### src/rtl/kbd_display_sequencer_pkg.sv
// Shared constants, FSM/op encodings and the scancode-to-segment lookup
// for the keyboard-to-7-segment sequencer.
package kbd_display_pkg;

  localparam logic [7:0] SC_BREAK  = 8'hF0;
  localparam logic [7:0] SC_EXT    = 8'hE0;
  localparam logic [7:0] SC_BKSP   = 8'h66;
  localparam logic [7:0] SEG_BLANK = 8'hFF;

  typedef enum logic [2:0] {
    ST_IDLE,
    ST_BREAK,
    ST_EXT,
    ST_EXT_BREAK,
    ST_UPDATE
  } kbd_state_e;

  typedef enum logic {
    OP_PUSH,
    OP_POP
  } kbd_op_e;

  // Returns {hit, seg}; segments are active-low, bit7 = dp, bit0 = a.
  function automatic logic [8:0] scancode_to_seg(input logic [7:0] code);
    logic [8:0] r;
    r = {1'b0, SEG_BLANK};
    case (code)
      8'h45: r = {1'b1, 8'hC0};
      8'h16: r = {1'b1, 8'hF9};
      8'h1E: r = {1'b1, 8'hA4};
      8'h26: r = {1'b1, 8'hB0};
      8'h25: r = {1'b1, 8'h99};
      8'h2E: r = {1'b1, 8'h92};
      8'h36: r = {1'b1, 8'h82};
      8'h3D: r = {1'b1, 8'hF8};
      8'h3E: r = {1'b1, 8'h80};
      8'h46: r = {1'b1, 8'h90};
      8'h1C: r = {1'b1, 8'h88}; // A
      8'h32: r = {1'b1, 8'h83}; // b
      8'h21: r = {1'b1, 8'hC6}; // C
      8'h23: r = {1'b1, 8'hA1}; // d
      8'h24: r = {1'b1, 8'h86}; // E
      8'h2B: r = {1'b1, 8'h8E}; // F
      8'h33: r = {1'b1, 8'h89}; // H
      8'h43: r = {1'b1, 8'hF9}; // I
      8'h4B: r = {1'b1, 8'hC7}; // L
      8'h31: r = {1'b1, 8'hAB}; // n
      8'h44: r = {1'b1, 8'hC0}; // O
      8'h4D: r = {1'b1, 8'h8C}; // P
      8'h15: r = {1'b1, 8'h98}; // q
      8'h2D: r = {1'b1, 8'hAF}; // r
      8'h1B: r = {1'b1, 8'h92}; // S
      8'h2C: r = {1'b1, 8'h87}; // t
      8'h3C: r = {1'b1, 8'hC1}; // U
      8'h29: r = {1'b1, 8'hFF}; // space
      8'h4E: r = {1'b1, 8'hBF}; // -
      8'h49: r = {1'b1, 8'h7F}; // .
      default: r = {1'b0, SEG_BLANK};
    endcase
    return r;
  endfunction

endpackage

### src/rtl/kbd_display_sequencer_if.sv
// Scancode byte handshake between the PS/2 receiver (master) and the sequencer (slave).
interface kbd_display_sequencer_if;
  logic [7:0] i_code;
  logic       i_code_valid;
  logic       o_code_ready;

  modport master (output i_code, output i_code_valid, input  o_code_ready);
  modport slave  (input  i_code, input  i_code_valid, output o_code_ready);
endinterface

### src/rtl/kbd_display_sequencer_seg_scan_mux.sv
// Time-multiplexes a 4-digit segment buffer onto shared anode/segment pins.
module seg_scan_mux #(
  parameter int SCAN_DIV = 16
) (
  input  logic            i_clk,
  input  logic            i_rst_n,
  input  logic [3:0][7:0] i_buf,
  output logic [3:0]      o_digit_sel,
  output logic [7:0]      o_seg
);

  logic [SCAN_DIV-1:0] pre_q;
  logic [1:0]          idx_q;

  // sel and seg are both registered from idx_q, so they always move together.
  always_ff @(posedge i_clk or negedge i_rst_n) begin
    if (!i_rst_n) begin
      pre_q       <= '0;
      idx_q       <= 2'd0;
      o_digit_sel <= 4'b1110;
      o_seg       <= 8'hFF;
    end else begin
      pre_q       <= pre_q + SCAN_DIV'(1);
      if (&pre_q) idx_q <= idx_q + 2'd1;
      o_digit_sel <= ~(4'b0001 << idx_q);
      o_seg       <= i_buf[idx_q];
    end
  end

endmodule

### src/rtl/kbd_display_sequencer.sv
// PS/2 scancode parser feeding a 4-character display buffer with a
// backspace history stack; the scan mux drives the shared display pins.
module kbd_display_sequencer
  import kbd_display_pkg::*;
#(
  parameter int SCAN_DIV   = 16,
  parameter int HIST_DEPTH = 4
) (
  input  logic                   i_clk,
  input  logic                   i_rst_n,
  kbd_display_sequencer_if.slave code_if,
  output logic [3:0]             o_digit_sel,
  output logic [7:0]             o_seg
);

  localparam int PW = $clog2(HIST_DEPTH + 1);

  kbd_state_e                  state_q, state_d;
  kbd_op_e                     op_q, op_d;
  logic [7:0]                  held_q, held_d;
  logic                        held_vld_q, held_vld_d;
  logic [7:0]                  pseg_q, pseg_d;
  logic [3:0][7:0]             buf_q, buf_d;
  logic [HIST_DEPTH-1:0][7:0]  hist_q, hist_d;
  logic [PW-1:0]               hcnt_q, hcnt_d;
  logic                        acc;
  logic [8:0]                  map;

  assign code_if.o_code_ready = (state_q != ST_UPDATE);
  assign acc = code_if.i_code_valid & code_if.o_code_ready;
  assign map = scancode_to_seg(code_if.i_code);

  always_ff @(posedge i_clk or negedge i_rst_n) begin
    if (!i_rst_n) begin
      state_q    <= ST_IDLE;
      op_q       <= OP_PUSH;
      held_q     <= 8'h00;
      held_vld_q <= 1'b0;
      pseg_q     <= SEG_BLANK;
      buf_q      <= {4{SEG_BLANK}};
      hist_q     <= {HIST_DEPTH{SEG_BLANK}};
      hcnt_q     <= '0;
    end else begin
      state_q    <= state_d;
      op_q       <= op_d;
      held_q     <= held_d;
      held_vld_q <= held_vld_d;
      pseg_q     <= pseg_d;
      buf_q      <= buf_d;
      hist_q     <= hist_d;
      hcnt_q     <= hcnt_d;
    end
  end

  always_comb begin
    state_d    = state_q;
    op_d       = op_q;
    held_d     = held_q;
    held_vld_d = held_vld_q;
    pseg_d     = pseg_q;
    buf_d      = buf_q;
    hist_d     = hist_q;
    hcnt_d     = hcnt_q;
    case (state_q)
      ST_IDLE: if (acc) begin
        if (code_if.i_code == SC_BREAK)      state_d = ST_BREAK;
        else if (code_if.i_code == SC_EXT)   state_d = ST_EXT;
        else if (held_vld_q && code_if.i_code == held_q) state_d = ST_IDLE;
        else begin
          held_d     = code_if.i_code;
          held_vld_d = 1'b1;
          if (code_if.i_code == SC_BKSP) begin
            op_d    = OP_POP;
            state_d = ST_UPDATE;
          end else if (map[8]) begin
            op_d    = OP_PUSH;
            pseg_d  = map[7:0];
            state_d = ST_UPDATE;
          end
        end
      end
      ST_BREAK: if (acc) begin
        state_d = ST_IDLE;
        if (held_vld_q && code_if.i_code == held_q) held_vld_d = 1'b0;
      end
      ST_EXT: if (acc) begin
        state_d = (code_if.i_code == SC_BREAK) ? ST_EXT_BREAK : ST_IDLE;
      end
      ST_EXT_BREAK: if (acc) state_d = ST_IDLE;
      ST_UPDATE: begin
        state_d = ST_IDLE;
        if (op_q == OP_PUSH) begin
          // Stack top lives at index 0; shifting down drops the oldest when full.
          hist_d[0] = buf_q[3];
          for (int i = 1; i < HIST_DEPTH; i++) hist_d[i] = hist_q[i-1];
          if (hcnt_q != PW'(HIST_DEPTH)) hcnt_d = hcnt_q + PW'(1);
          buf_d = {buf_q[2:0], pseg_q};
        end else begin
          buf_d[0] = buf_q[1];
          buf_d[1] = buf_q[2];
          buf_d[2] = buf_q[3];
          buf_d[3] = (hcnt_q != '0) ? hist_q[0] : SEG_BLANK;
          for (int i = 0; i < HIST_DEPTH - 1; i++) hist_d[i] = hist_q[i+1];
          hist_d[HIST_DEPTH-1] = SEG_BLANK;
          if (hcnt_q != '0) hcnt_d = hcnt_q - PW'(1);
        end
      end
      default: state_d = ST_IDLE;
    endcase
  end

  seg_scan_mux #(.SCAN_DIV(SCAN_DIV)) u_scan (
    .i_clk       (i_clk),
    .i_rst_n     (i_rst_n),
    .i_buf       (buf_q),
    .o_digit_sel (o_digit_sel),
    .o_seg       (o_seg)
  );

endmodule
### src/flat_wrapper.sv
// flat-port wrapper written by rule: the top's interface ports become plain ports
module kbd_display_sequencer_flat import kbd_display_pkg::*;
#(
  parameter int SCAN_DIV   = 16,
  parameter int HIST_DEPTH = 4
)
  (i_clk, i_rst_n, o_digit_sel, o_seg, code_if_i_code, code_if_i_code_valid, code_if_o_code_ready);
  kbd_display_sequencer_if code_if_i ();
  input  logic i_clk;
  input  logic i_rst_n;
  output logic [3:0] o_digit_sel;
  output logic [7:0] o_seg;
  input wire logic [$bits(code_if_i.i_code)-1:0] code_if_i_code;
  input wire logic [$bits(code_if_i.i_code_valid)-1:0] code_if_i_code_valid;
  output wire logic [$bits(code_if_i.o_code_ready)-1:0] code_if_o_code_ready;
  assign code_if_i.i_code = code_if_i_code;
  assign code_if_i.i_code_valid = code_if_i_code_valid;
  assign code_if_o_code_ready = code_if_i.o_code_ready;
  kbd_display_sequencer #(.SCAN_DIV(SCAN_DIV), .HIST_DEPTH(HIST_DEPTH)) u_core (.i_clk(i_clk), .i_rst_n(i_rst_n), .code_if(code_if_i), .o_digit_sel(o_digit_sel), .o_seg(o_seg));
endmodule
### config.mk
export PLATFORM = sky130hd
export DESIGN_NAME = kbd_display_sequencer_flat
export DESIGN_NICKNAME = d
export VERILOG_FILES = /design/src/rtl/kbd_display_sequencer_pkg.sv /design/src/rtl/kbd_display_sequencer_if.sv /design/src/rtl/kbd_display_sequencer_seg_scan_mux.sv /design/src/rtl/kbd_display_sequencer.sv /design/src/flat_wrapper.sv
export SDC_FILE = /design/constraint.sdc
export NUM_CORES = 1
export LEC_CHECK = 0
export BUFFER_PORTS_ARGS = -buffer_cell sky130_fd_sc_hd__buf_2
export CAP_MARGIN = 20
export CORE_MARGIN = 3
export CORE_UTILIZATION = 45
export DETAILED_ROUTE_END_ITERATION = 7
export PLACE_DENSITY = 0.68
export SETUP_SLACK_MARGIN = 0.2
export SKIP_LAST_GASP = 1
export SLEW_MARGIN = 25
export SYNTH_ARGS = -nofsm -noshare
export SYNTH_HDL_FRONTEND = slang
export SYNTH_SLANG_ARGS = --single-unit
### constraint.sdc
create_clock -name i_clk -period 1.8 [get_ports i_clk]
set_clock_uncertainty 0.15 [all_clocks]
set_input_delay 0.09 -clock i_clk [delete_from_list [all_inputs] [get_ports i_clk]]
set_output_delay 0.09 -clock i_clk [all_outputs]
set_load 0.02 [all_outputs]
# == After elaboration in Yosys (flattened, before gate mapping) ==
# Memories as Yosys holds them, arrays and structs flattened.
# Cells that the tools add are included.
# totals
memories,1
inputBits,11
out_inout_bits,13
wordCells,93
reg_bits,118
romBits,1152
# classes
n_eq_ne,20
shifts,1
n_mux,28
add_sub_neg,4
bitwise,6
reduce_logical,14
order_cmp,1
# memory_table
name,words,width,rd,rd_ports_with_merged_regs,wr,line_no,source
(no name shown),128,9,1,0,0,kbd_display_sequencer_pkg.sv:27,case (code)
# op_table
op,n
2-to-1 mux 32 bit,2
2-to-1 mux 3 bit,11
"adder 16 x 1 -> 16 bit, second input constant",1
binary-select mux 8 bit (select 2 bit),1
"== test 8 bit, second input constant",2
2-to-1 mux 8 bit,2
AND reduction 16 bit,1
AND reduction 7 bit,2
"inequality test 2 x 1 -> 1 bit, second input constant",5
2-to-1 mux 9 bit,1
case mux 3 bit (3 select lines),1
"== test 8 x 7 -> 1 bit, second input constant",1
== test 8 bit,1
2-to-1 mux 1 bit,8
"inequality test 2 bit, second input constant",4
"== test 3 x 2 -> 1 bit, second input constant",2
"inequality test 3 bit, second input constant",2
"inequality test 6 x 1 -> 1 bit, second input constant",1
AND reduction 6 bit,1
nonzero test 2 bit,3
AND reduction 5 bit,1
NOT 1 bit,4
NOT 4 bit,1
AND reduction 4 bit,1
15 further kinds,15

# == Longest topological paths before layout ==
# Gate-level depths: netlist of run 1.
# An unclocked memory read counts as a cell.
# logic_depth
ltp_word,9
mapped_depth,8
depth_no_buf,7

# == By module ==
# Synthesis of run 1 repeated with hierarchy kept, for this count alone.
# unflattened
cells_unflattened,608
hier_area_um2,6313.6
# modules_own_cells
module,cells_per_inst,instances,area_per_inst_um2
kbd_display_sequencer,513,1,4967.3
seg_scan_mux,95,1,1346.3

# == Worst setup path before layout of run 1 ==
# Ideal clock, no wire load.
# synth_path
path_kind,in2reg
from,input port code_if_i_code[0]
to,register u_core.pseg_q[0]
cell_stages,8
path_slack_ps,-278
path_buffers,1
t_required_ps,1568
t_arrival_ps,1846
path_cell_list,buf_4 -> inv_1 -> ha_1 -> nand2b_1 -> a21oi_1 -> o311ai_1 -> a211oi_4 -> mux2_2
# synth_via
elab_chain_len,4
# synth_lines
item,line_no,source
from (decl),flat_wrapper.sv:13,input wire logic [$bits(code_if_i.i_code)-1:0] code_if_i_code;
"parallel branches: the longest is 4 deep, another holds memory read (128 x 9 bit)",-,
to (signal assigned),kbd_display_sequencer.sv:48,pseg_q <= pseg_d;
to (decl),kbd_display_sequencer.sv:22,"logic [7:0] pseg_q, pseg_d;"
# Several ways; the timed one is not identified.
# A chain may end at the register's enable or synchronous reset.

# == Worst setup path after layout of run 1 ==
# layout_path
from,register u_core.state_q[0]
to,register u_core.buf_q[28] (netlist name)
# layout_via
elab_chain_len,1
# layout_lines
item,line_no,source
from (decl),kbd_display_sequencer.sv:18,"kbd_state_e state_q, state_d;"
from (signal assigned),kbd_display_sequencer.sv:44,state_q <= state_d;
== test 3 bit,kbd_display_sequencer.sv:64,case (state_q)
to (signal assigned),kbd_display_sequencer.sv:40,buf_q <= {4{SEG_BLANK}};
to (signal assigned),kbd_display_sequencer.sv:49,buf_q <= buf_d;
to (decl),kbd_display_sequencer.sv:23,"logic [3:0][7:0] buf_q, buf_d;"
# Every way passes these cells.

==> flow_summary_export.csv, run 1 <==
group,metric,value,unit
grt,grt_pass1_vias,4934,
grt,grt_overflow_total,0,
floorplan,core_area,13350,sq um
min_path,hold_path_class,"in2reg",
route,vias,5148,
pwr,p_sw_share,32.69,%
setup_path,cp_max_fo,30,
yosys,yosysTopAreaCell,"dfstp_2",
finish,final_util,65.43,%
cts,cts_tree,"yes",
finish,syn_to_final_growth,40.95,%
cts,clk_pin_slew,0.06,ns
setup_path,end_kind,"flip-flop",
floorplan,rows,42,
cts,htree_num_levels,4,
run_status,violations,"negative setup slack",
sta,fmax,0.5469,GHz
setup_path,crit_arrival,2.00,ns
floorplan,die-area,15210,sq um
sta,rsz0062_at_grt,"true",
yosys,ys.flop_type,"dfstp_2",
sta,post-route-min-period,1.828,ns
min_path,min_from,"code_if_i_code[4]",
run_status,run_status,"finished with violations",
finish,nets,735,
yosys,synth_nets,620,
route,wl_met1,7268,um
setup_path,ff2ff_path_depth,8,
route,wl_met2,9049,um
route,dr.pass1.iters,5,
placed_design,hpwl,9056,um
setup_path,cp-start-kind,"flip-flop",
setup_path,r2r_end,"u_core.buf_q[28]",
grt,track_usage,20.26,%
finish,antenna_cells,0,
yosys,synth_cell_types,55,
yosys,syn_inst,595,
yosys,yosys.area.top_type_share,35.20,%
pwr,p_leak,3.578,nW
route,drt-total-wl,17790,um
pwr,p_switching,3.618,mW
floorplan,die_x,123.3,um
yosys,syn_avg_cell_area,10.41,sq um
placed_design,place_congestion,0.8469,
finish,drive_gt1_share,51.73,%
min_path,hold_depth,2,
pwr,power.density,1267,nW/um^2
yosys,synth-warning-count,0,
grt,antenna_found_initial,0,
route,drt_iter0_drc,324,
route,routed.top_layer,"met4",
finish,design_area,8733,sq um
route,viasPerCell,5.726,
cts,cts_made_buffers,17,
setup_path,crit-reg2reg-launch,"u_core.state_q[0]",
yosys,ys_ff_latch,118,
setup_path,required,1.97,ns
pwr,max-vdd-ir-drop,0.0005965,V
grt,grt_max_degree,61,
floorplan,initial_core_util,46.42,%
yosys,async_flop_share,100.0,%
yosys,synth_edf_count,0,
cts,cts_root_buffer,"clkbuf_16",
sta,tightest_slew,0.4424,ns
cts,clock_latency,0.42,ns
pwr,pwr-share-seq,45.6,%
cts,clock_sinks,118,
pwr,power_frac_clock,28.5,%
yosys,synth_area_leaders,"dfstp_2 (35%), dfrtp_1 (14%), mux2i_1 (8.4%)",
sta,finalHoldViolations,0,
sta,slew_headroom,70.51,%
route,antenna_left,0,
setup_path,rrSetupSlack,-0.03,ns
sta,slew_violations,0,
sta,setup-violations-final,11,
sta,finalCritPeriodShare,101.6,%
floorplan,dieHeight,123.3,um
sta,finalWorstSetupSlack,-0.02838,ns
grt,grt_first_pass_wirelength,24150,um
route,wire_per_inst,19.79,um
route,wl_met3,809,um
placed_design,dpl_worst_slack,-0.2174,ns
yosys,synth_area,6196,sq um
placed_design,placed_area,7068,sq um
cts,clockBufferDepth,2,
setup_path,critPathKind,"reg2reg",
floorplan,ios,24,
yosys,synth_seq_area_share,49.33,%
job,drv_cap,0,
placed_design,numPortBuffers,23,
pwr,p_comb_share,26.0,%
route,drcViolationCount,0,
sta,fin_tns_setup,-0.1572,ns
pwr,p_int,7.451,mW
min_path,min_to,"u_core.held_q[4]",
## placed cells by master (no fill, tap or decap), drive strengths merged, types with 2 or more instances in the layout
cell	instances
buf	122
nand2	94
dfstp	83
o21ai	78
mux2i	52
dfrtp	35
clkbuf	27
nor2	20
inv	19
mux2	19
xnor2	18
a21oi	13
ha	13
nand3	11
mux4	9
o22ai	8
clkinv	8
xor2	7
nor3	7
and2	6
a211oi	6
nand3b	5
nor2b	5
o211ai	5
dlygate4sd3	5
o31ai	5
nand2b	5
nand4	4
and3	4
a22oi	3
clkinvlp	3
o311ai	2
o2bb2ai	2
## timing repair
action | in CTS | in global routing
cloned | 3 | 10
hold buffers | 5 | 0
pin swaps | 14 | 60
hold endpoints to repair | 68 | 0
setup buffers | 12 | 14
resized for setup | 15 | 167
setup endpoints to repair | 23 | 90
## cell type report
cell class | count | area (sq um)
inverter | 19 | 88.84
clock inverter | 12 | 105.1
sequential | 118 | 3059
fill | 979 | 4614
multi-input combinational | 420 | 3442
tap | 176 | 220.2
clock buffer | 20 | 446.7
timing repair buffer | 134 | 1371
## state kept, by name, summed over array words and instances (netlist names)
name / flops
u_core.state_q: 3
u_core.hist_q: 32
u_core.hcnt_q: 3
u_core.u_scan.pre_q: 16
u_core.buf_q: 32
u_core.u_scan.o_seg: 8
u_core.u_scan.o_digit_sel: 4
u_core.u_scan.idx_q: 2
u_core.pseg_q: 8
u_core.op_q: 1
u_core.held_vld_q: 1
u_core.held_q: 8
## worst max-delay path by stage
stage / end / depth (start not counted) / slack (ns) / from
final: u_core.buf_q[28] / 8 / -0.03 / u_core.state_q[0]
after global routing: u_core.held_q[0] / 7 / -0.10 / u_core.held_q[2]
after CTS: u_core.pseg_q[1] / 7 / -0.04 / u_core.state_q[1]
after detailed placement: u_core.pseg_q[1] / 8 / -0.22 / code_if_i_code[0]
after global placement: u_core.pseg_q[1] / 8 / -0.21 / code_if_i_code[0]
after floorplan: u_core.pseg_q[0] / 8 / -0.12 / code_if_i_code[0]
## cell usage after synthesis (all sizes together), types with 11 or more instances
cell type	n
a21oi	13
nand2	94
dfstp	83
inv	19
dfrtp	35
nor2	20
nand3	11
ha	13
o21ai	78
mux2	19
mux2i	52
clkbuf	29
xnor2	18
## critical path, cell delays in order, from the launching register on
cell,delay [ns]
dfrtp_1,0.41
buf_6,0.13
nor2_2,0.09
and2_4,0.18
clkinv_8,0.07
buf_12,0.14
buf_12,0.14
buf_16,0.16
o21ai_0,0.26
## metrics by stage
stage          power (mW)  std cells  hold slack [ns]
3_3_place_gp        6.697        823         -0.09219
3_5_place_dp        6.876        823         -0.08513
2_1_floorplan       6.104        595          -0.3556
4_1_cts             10.17        875         0.002635
5_1_grt             11.60        899          0.01957
6_report            11.07        899         0.008451
## power by group through the flow
| stage | registers (mW) | clock network [mW] | logic, mW |
|---|---|---|---|
| 2_1_floorplan | 4.67 | 0 | 1.44 |
| 3_3_place_gp | 4.74 | 0 | 1.96 |
| 3_5_place_dp | 4.81 | 0 | 2.07 |
| 4_1_cts | 4.77 | 3.19 | 2.21 |
| 5_1_grt | 5.12 | 3.34 | 3.13 |
| 6_report | 5.04 | 3.15 | 2.88 |
## cell families after synthesis
group | count (synthesis) | synth area share [%]
mux | 80 | 15.13
flops | 118 | 49.33
compound gates | 136 | 13.35
xor+xnor | 25 | 3.534
buf+inv | 57 | 3.695
simple gates | 165 | 12.02
fa+ha+maj | 14 | 2.948
## per-layer routing
| layer | global-route usage [%] | up-vias |
|---|---|---|
| met5 | 0 | - |
| met4 | 8.166 | 0 |
| met3 | 4.895 | 59 |
| met2 | 33.71 | 185 |
| met1 | 25.39 | 2575 |
| li1 | - | 2329 |
Power figures use the tool's default switching activity.
==> inputs of run 2 (changes only) <==
Settings changed: CORE_MARGIN 3 to 2.
==> run 2 against run 1 <==
The flow still finishes with violations (negative setup slack); maximum frequency fell by 1.8%; critical path depth fell by 1; register-to-register slack got worse by 0.03 ns; via count fell by 7.7%; die area fell by 3.2%; hold slack improved by 0.026 ns; cell count fell by 2.4%; sequential power fell by 4.2%; critical endpoint is now u_core.pseg_q[4]; largest power group unchanged.
==> flow_summary_export.csv, run 2 (synthesized netlist as in run 1, its figures left out) <==
group,metric,value,unit
cts,clock_latency,0.42,ns
sta,setup-violations-final,16,
sta,tightest_slew,0.3845,ns
run_status,run_status,"finished with violations",
grt,grt_pass1_vias,4806,
finish,design_area,8129,sq um
placed_design,hpwl,9330,um
finish,syn_to_final_growth,31.20,%
sta,finalCritPeriodShare,103.4,%
route,drt-total-wl,14410,um
setup_path,cp_max_fo,9,
pwr,p_leak,3.312,nW
cts,cts_root_buffer,"clkbuf_16",
floorplan,core_area,13350,sq um
cts,clk_pin_slew,0.06,ns
placed_design,numPortBuffers,23,
setup_path,end_kind,"flip-flop",
job,drv_cap,0,
setup_path,crit_arrival,2.05,ns
sta,fin_tns_setup,-0.6810,ns
grt,grt_first_pass_wirelength,23450,um
floorplan,die-area,14720,sq um
floorplan,dieHeight,121.3,um
finish,multi_input_area,3132,sq um
setup_path,critPathKind,"reg2reg",
route,wire_per_inst,16.43,um
placed_design,placed_area,7068,sq um
setup_path,crit_chain,"nand2b_1 > nor3_2 > o31ai_2 > buf_4 > a211oi_4 > buf_12 > mux2_4",
sta,fmax,0.5373,GHz
sta,slew_violations,0,
min_path,hold_path_class,"in2reg",
placed_design,dpl_worst_slack,-0.2504,ns
finish,regArea,3060,sq um
floorplan,initial_core_util,46.42,%
placed_design,place_congestion,0.8337,
route,drcViolationCount,0,
setup_path,slowest_delay,0.38,ns
floorplan,ios,24,
pwr,power.density,1316,nW/um^2
route,dr.pass1.iters,5,
route,drt_iter0_drc,227,
setup_path,worstPathBufferInverterCount,2,
grt,antenna_found_initial,0,
sta,rsz0062_at_grt,"true",
finish,antenna_cells,0,
setup_path,cp-start-kind,"flip-flop",
cts,clockBufferDepth,2,
pwr,max-vdd-ir-drop,0.0007437,V
finish,nets,713,
run_status,violations,"negative setup slack",
sta,post-route-min-period,1.861,ns
sta,finalWorstSetupSlack,-0.06099,ns
finish,layout.cells.most_common_list,"nand2_1 (92), dfstp_2 (83), buf_4 (71)",
cts,htree_num_levels,4,
route,viasPerCell,5.416,
finish,drive_gt1_share,41.65,%
cts,cts_tree,"yes",
cts,clock_sinks,118,
route,antenna_left,0,
floorplan,rows,42,
floorplan,die_x,121.3,um
sta,slew_headroom,74.37,%
sta,finalHoldViolations,0,
grt,grt_overflow_total,0,
setup_path,required,1.99,ns
route,vias,4750,
cts,cts_made_buffers,17,
finish,largestRegisters,"u_core.buf_q: 32 flops, u_core.hist_q: 32 flops, u_core.u_scan.pre_q: 16 flops",
grt,grt_max_degree,61,
grt,track_usage,20.45,%
finish,nFillCells,1082,
sta,holdWs,0.03406,ns
setup_path,cpLargestDelayFamily,"flip-flops",
setup_path,cp_slowest_cell,"dfrtp_1",
finish,final_common_cell,"nand2_1",
==> run 2: cell types whose count changed in the layout (fill, tap and decap cells not counted), moves of 5 or more <==
cell / delta
nand2_1: +37
clkbuf_16: -5
nand2_4: -23
o21ai_2: -26
buf_4: -6
nand2_2: -14
o21ai_1: +26
==> run 2: area by class of cell <==
| cell class | count | area share, % |
|---|---|---|
| Clock buffer | 18 | 5.402 |
| Clock inverter | 14 | 2.401 |
| Inverter | 19 | 1.031 |
| Multi-Input combinational cell | 420 | 38.53 |
| Sequential cell | 118 | 37.65 |
| Tap cell | 176 | 2.709 |
| Timing Repair Buffer | 112 | 12.28 |
==> run 2: worst paths after layout <==
path | cells after the start | to | startpoint | slack, ns
setup / recovery | 7 | u_core.pseg_q[4] | u_core.state_q[1] | -0.06
hold / removal | 3 | u_core.held_q[6] | code_if_i_code[6] | 0.03
setup reg to reg | 7 | u_core.pseg_q[4] | u_core.state_q[1] | -0.06
hold reg to reg | 2 | u_core.hist_q[25] | u_core.hist_q[25] | 0.30
max in group asynchronous | 3 | u_core.buf_q[27] | i_rst_n | 0.90
min in group asynchronous | 2 | u_core.hist_q[17] | i_rst_n | 0.27
==> run 2: power breakdown <==
group	leakage (nW)	total (mW)	switching [mW]	internal (mW)
sequential	1.31	4.83	0.759	4.08
clock	0.300	3.59	1.23	2.36
combinational	1.70	2.27	1.15	1.12
total	3.31	10.7	3.14	7.56
==> run 2: what timing repair did <==
action	4_1_cts	5_1_grt
hold buffers	5	0
setup endpoints to repair	32	71
resized for setup	26	51
pin swaps	11	11
cloned	2	2
buffers inserted	11	2
hold endpoints to repair	101	0
==> run 2: tightest hold or removal path, cell delays in order <==
cell and delay (ns):
buf_2 0.11, buf_4 0.19, mux2_2 0.17
==> run 2: per-layer routing <==
layer	global-route usage, %	vias to the layer above	wire length (um)
li1	-	2284	-
met1	25.81	2352	6391
met2	33.85	87	7287
met3	5.592	27	489
met4	7.112	0	238
met5	0	-	0
==> run 2: metrics by stage <==
step	utilization [%]	total power, mW	std cells
after floorplan	-	6.104	595
after global placement	52.95	6.688	823
after detailed placement	52.95	6.874	823
after CTS	59.80	10.62	873
after global routing	60.90	11.28	877
final	60.90	10.70	877
==> inputs of run 3 (changes only) <==
Settings changed: BUFFER_PORTS_ARGS -buffer_cell sky130_fd_sc_hd__buf_2 to -buffer_cell sky130_fd_sc_hd__buf_4, SYNTH_HIERARCHICAL set to 1.
==> run 3 against run 2 <==
The flow still finishes with violations (negative setup slack); power shrank 4.3%; first-iteration DRC count grew 36%; count of clock-buffer cells in the layout grew 3; flip-flop and latch count is the same; design area shrank 0.46%; setup slack gained 0.011 ns.
==> flow_summary_export.csv, run 3 <==
group,metric,value,unit
route,dr.pass1.iters,5,
yosys,synth_seq_area_share,48.41,%
yosys,synth.top_cells.by_count,"nand2_1 (101), dfstp_2 (83), o21ai_0 (76)",
pwr,p_leak,3.359,nW
grt,grt_pass1_vias,4714,
setup_path,cp_slowest_cell,"dfrtp_1",
run_status,violations,"negative setup slack",
sta,setup-violations-final,18,
yosys,ys_ff_latch,118,
placed_design,place_inst,825,
sta,slew_violations,0,
setup_path,required,1.94,ns
setup_path,end_kind,"flip-flop",
yosys,synth_nets,633,
sta,finalCritPeriodShare,102.8,%
sta,fmax,0.5407,GHz
route,drt-total-wl,14840,um
setup_path,crit_arrival,1.99,ns
sta,slew_headroom,72.83,%
setup_path,critPathKind,"reg2reg",
yosys,synth-warning-count,6,
yosys,synth_area,6314,sq um
yosys,synth_area_leaders,"dfstp_2 (35%), dfrtp_1 (14%), mux2i_1 (7.8%)",
yosys,syn_inst,608,
finish,layout.cells.most_common_list,"nand2_1 (101), buf_4 (85), dfstp_2 (83)",
finish,antenna_cells,0,
yosys,synth_top_family_by_area,"multiplexers",
route,wire_per_inst,16.74,um
yosys,async_flop_share,100.0,%
setup_path,worstPathBufferInverterCount,2,
grt,antenna_found_initial,0,
setup_path,crit_chain,"xnor2_1 > nand3_1 > nor3_2 > nor3b_2 > buf_4 > buf_6 > mux2_4",
run_status,run_status,"finished with violations",
setup_path,cpLargestDelayFamily,"simple AND/OR/NAND/NOR gates",
setup_path,cp-start-kind,"flip-flop",
route,viasPerCell,5.477,
floorplan,dieHeight,122.5,um
floorplan,die-area,14990,sq um
yosys,yosys.area.top_type_share,34.54,%
finish,largestRegisters,"u_core/buf_q: 32 flops, u_core/hist_q: 32 flops, u_core/u_scan/pre_q: 16 flops",
floorplan,initial_core_util,45.84,%
yosys,synthAdderAreaFrac,2.893,%
yosys,syn_avg_cell_area,10.38,sq um
sta,rsz0062_at_grt,"true",
floorplan,die_x,122.5,um
floorplan,core_area,13770,sq um
yosys,ys.flop_type,"dfstp_2",
grt,track_usage,19.76,%
min_path,hold_path_class,"in2reg",
route,drt_iter0_drc,308,
cts,clk_pin_slew,0.05,ns
finish,syn_to_final_growth,28.16,%
pwr,max-vdd-ir-drop,0.0007694,V
sta,holdWs,0.04354,ns
placed_design,hpwl,8985,um
route,antenna_left,0,
finish,nets,720,
yosys,synth_compound_area_share,12.37,%
finish,layout.cells.non_filler,887,
cts,clockBufferDepth,2,
grt,grt_max_degree,84,
sta,finalHoldViolations,0,
yosys,synthMuxAreaShare,14.49,%
pwr,power.density,1265,nW/um^2
cts,cts_root_buffer,"clkbuf_16",
grt,grt_first_pass_wirelength,23380,um
cts,clock_latency,0.41,ns
grt,grt_overflow_total,0,
sta,tightest_slew,0.3972,ns
job,drv_cap,0,
placed_design,place_congestion,0.8862,
cts,cts_made_buffers,17,
floorplan,rows,43,
finish,final_util,58.75,%
sta,post-route-min-period,1.850,ns
cts,clock_sinks,118,
route,drcViolationCount,0,
cts,htree_num_levels,4,
cts,cts_tree,"yes",
finish,drive_gt1_share,38.90,%
sta,finalWorstSetupSlack,-0.04962,ns
finish,final_common_cell,"nand2_1",
placed_design,numPortBuffers,23,
yosys,yosysMostFrequentCell,"nand2_1",
route,vias,4858,
yosys,synth-simple-area-share,14.33,%
setup_path,cp_max_fo,5,
yosys,synth_edf_count,0,
yosys,synth-xor-area-share,3.468,%
yosys,yosysTopAreaCell,"dfstp_2",
floorplan,ios,24,
setup_path,slowest_delay,0.40,ns
yosys,synth_cell_types,63,
pwr,p_total,10.24,mW
-- run 3: cell count changes after synthesis, moves of 6 or more --
| cell | previous run | this run |
|---|---|---|
| mux2_4 | 0 | 8 |
| buf_2 | 6 | 12 |
| mux2_2 | 19 | 8 |
| nand2_1 | 94 | 101 |
| clkbuf_1 | 29 | 22 |
-- run 3: where the power goes --
group,switching [mW],internal (mW),total [mW],leakage [nW]
sequential,0.659,4.01,4.67,1.31
clock,1.14,2.05,3.19,0.280
combinational,1.20,1.18,2.37,1.77
-- run 3: metrics by stage --
| stage | area [sq um] | TNS (ns) | setup WS, ns |
|---|---|---|---|
| 2_1_floorplan | 6381 | -1.291 | -0.1613 |
| 3_3_place_gp | 7037 | -2.550 | -0.1958 |
| 3_5_place_dp | 7037 | -3.051 | -0.2209 |
| 4_1_cts | 7776 | 0 | 0.03374 |
| 5_1_grt | 8092 | -2.087 | -0.1314 |
| 6_report | 8092 | -0.5480 | -0.04962 |
-- run 3: timing repair --
action / CTS / global route
endpoints found under the hold margin: 131 / 0
resized for setup: 10 / 34
endpoints found under the setup margin: 20 / 72
pin swaps: 1 / 12
buffers inserted: 6 / 11
gates cloned: 1 / 4
hold buffers: 9 / 0
-- run 3: kinds of logic (layout without fill, tap and decap cells) --
| family | Yosys count | in the layout |
|---|---|---|
| AO/OA/AOI/OAI | 131 | 131 |
| XOR/XNOR | 25 | 25 |
| adder cells (fa/ha/maj) | 14 | 14 |
| buffers and inverters | 58 | 157 |
| flip-flops | 118 | 118 |
| multiplexers | 75 | 75 |
| AND/OR/NAND/NOR | 187 | 187 |
-- run 3: layout make-up --
type                       count  area [sq um]
clock buffer                  21         450.4
clock inverter                10         107.6
fill                        1140          5682
inverter                      18         76.32
multi-input combinational    432          3168
sequential                   118          3059
tap                          180         225.2
timing repair buffer         108          1005
-- run 3: path summary, 6_finish.rpt --
check,startpoint,endpoint,slack [ns],cells after the start
max,u_core/held_q[5],u_core/held_q[4],-0.05,7
min,code_if_i_code[7],u_core/op_q,0.04,4
max reg2reg,u_core/held_q[5],u_core/held_q[4],-0.05,7
min reg2reg,u_core/hist_q[25],u_core/hist_q[25],0.30,2
max in group asynchronous,i_rst_n,u_core/hist_q[1],0.95,3
min in group asynchronous,i_rst_n,u_core/buf_q[30],0.17,2
-- run 3: metal layers --
layer,vias up,routed length [um],global-route usage [%]
met3,23,525,5.112
met5,-,0,0
li1,2307,-,-
met4,0,261,6.466
met2,111,7390,31.25
met1,2417,6667,26.55
-- run 3: worst register-to-register path, stage by stage, from the launching register on --
cell and delay (ns):
dfrtp_1 0.40, xnor2_1 0.16, nand3_1 0.10, nor3_2 0.25, nor3b_2 0.10, buf_4 0.16, buf_6 0.13, mux2_4 0.29
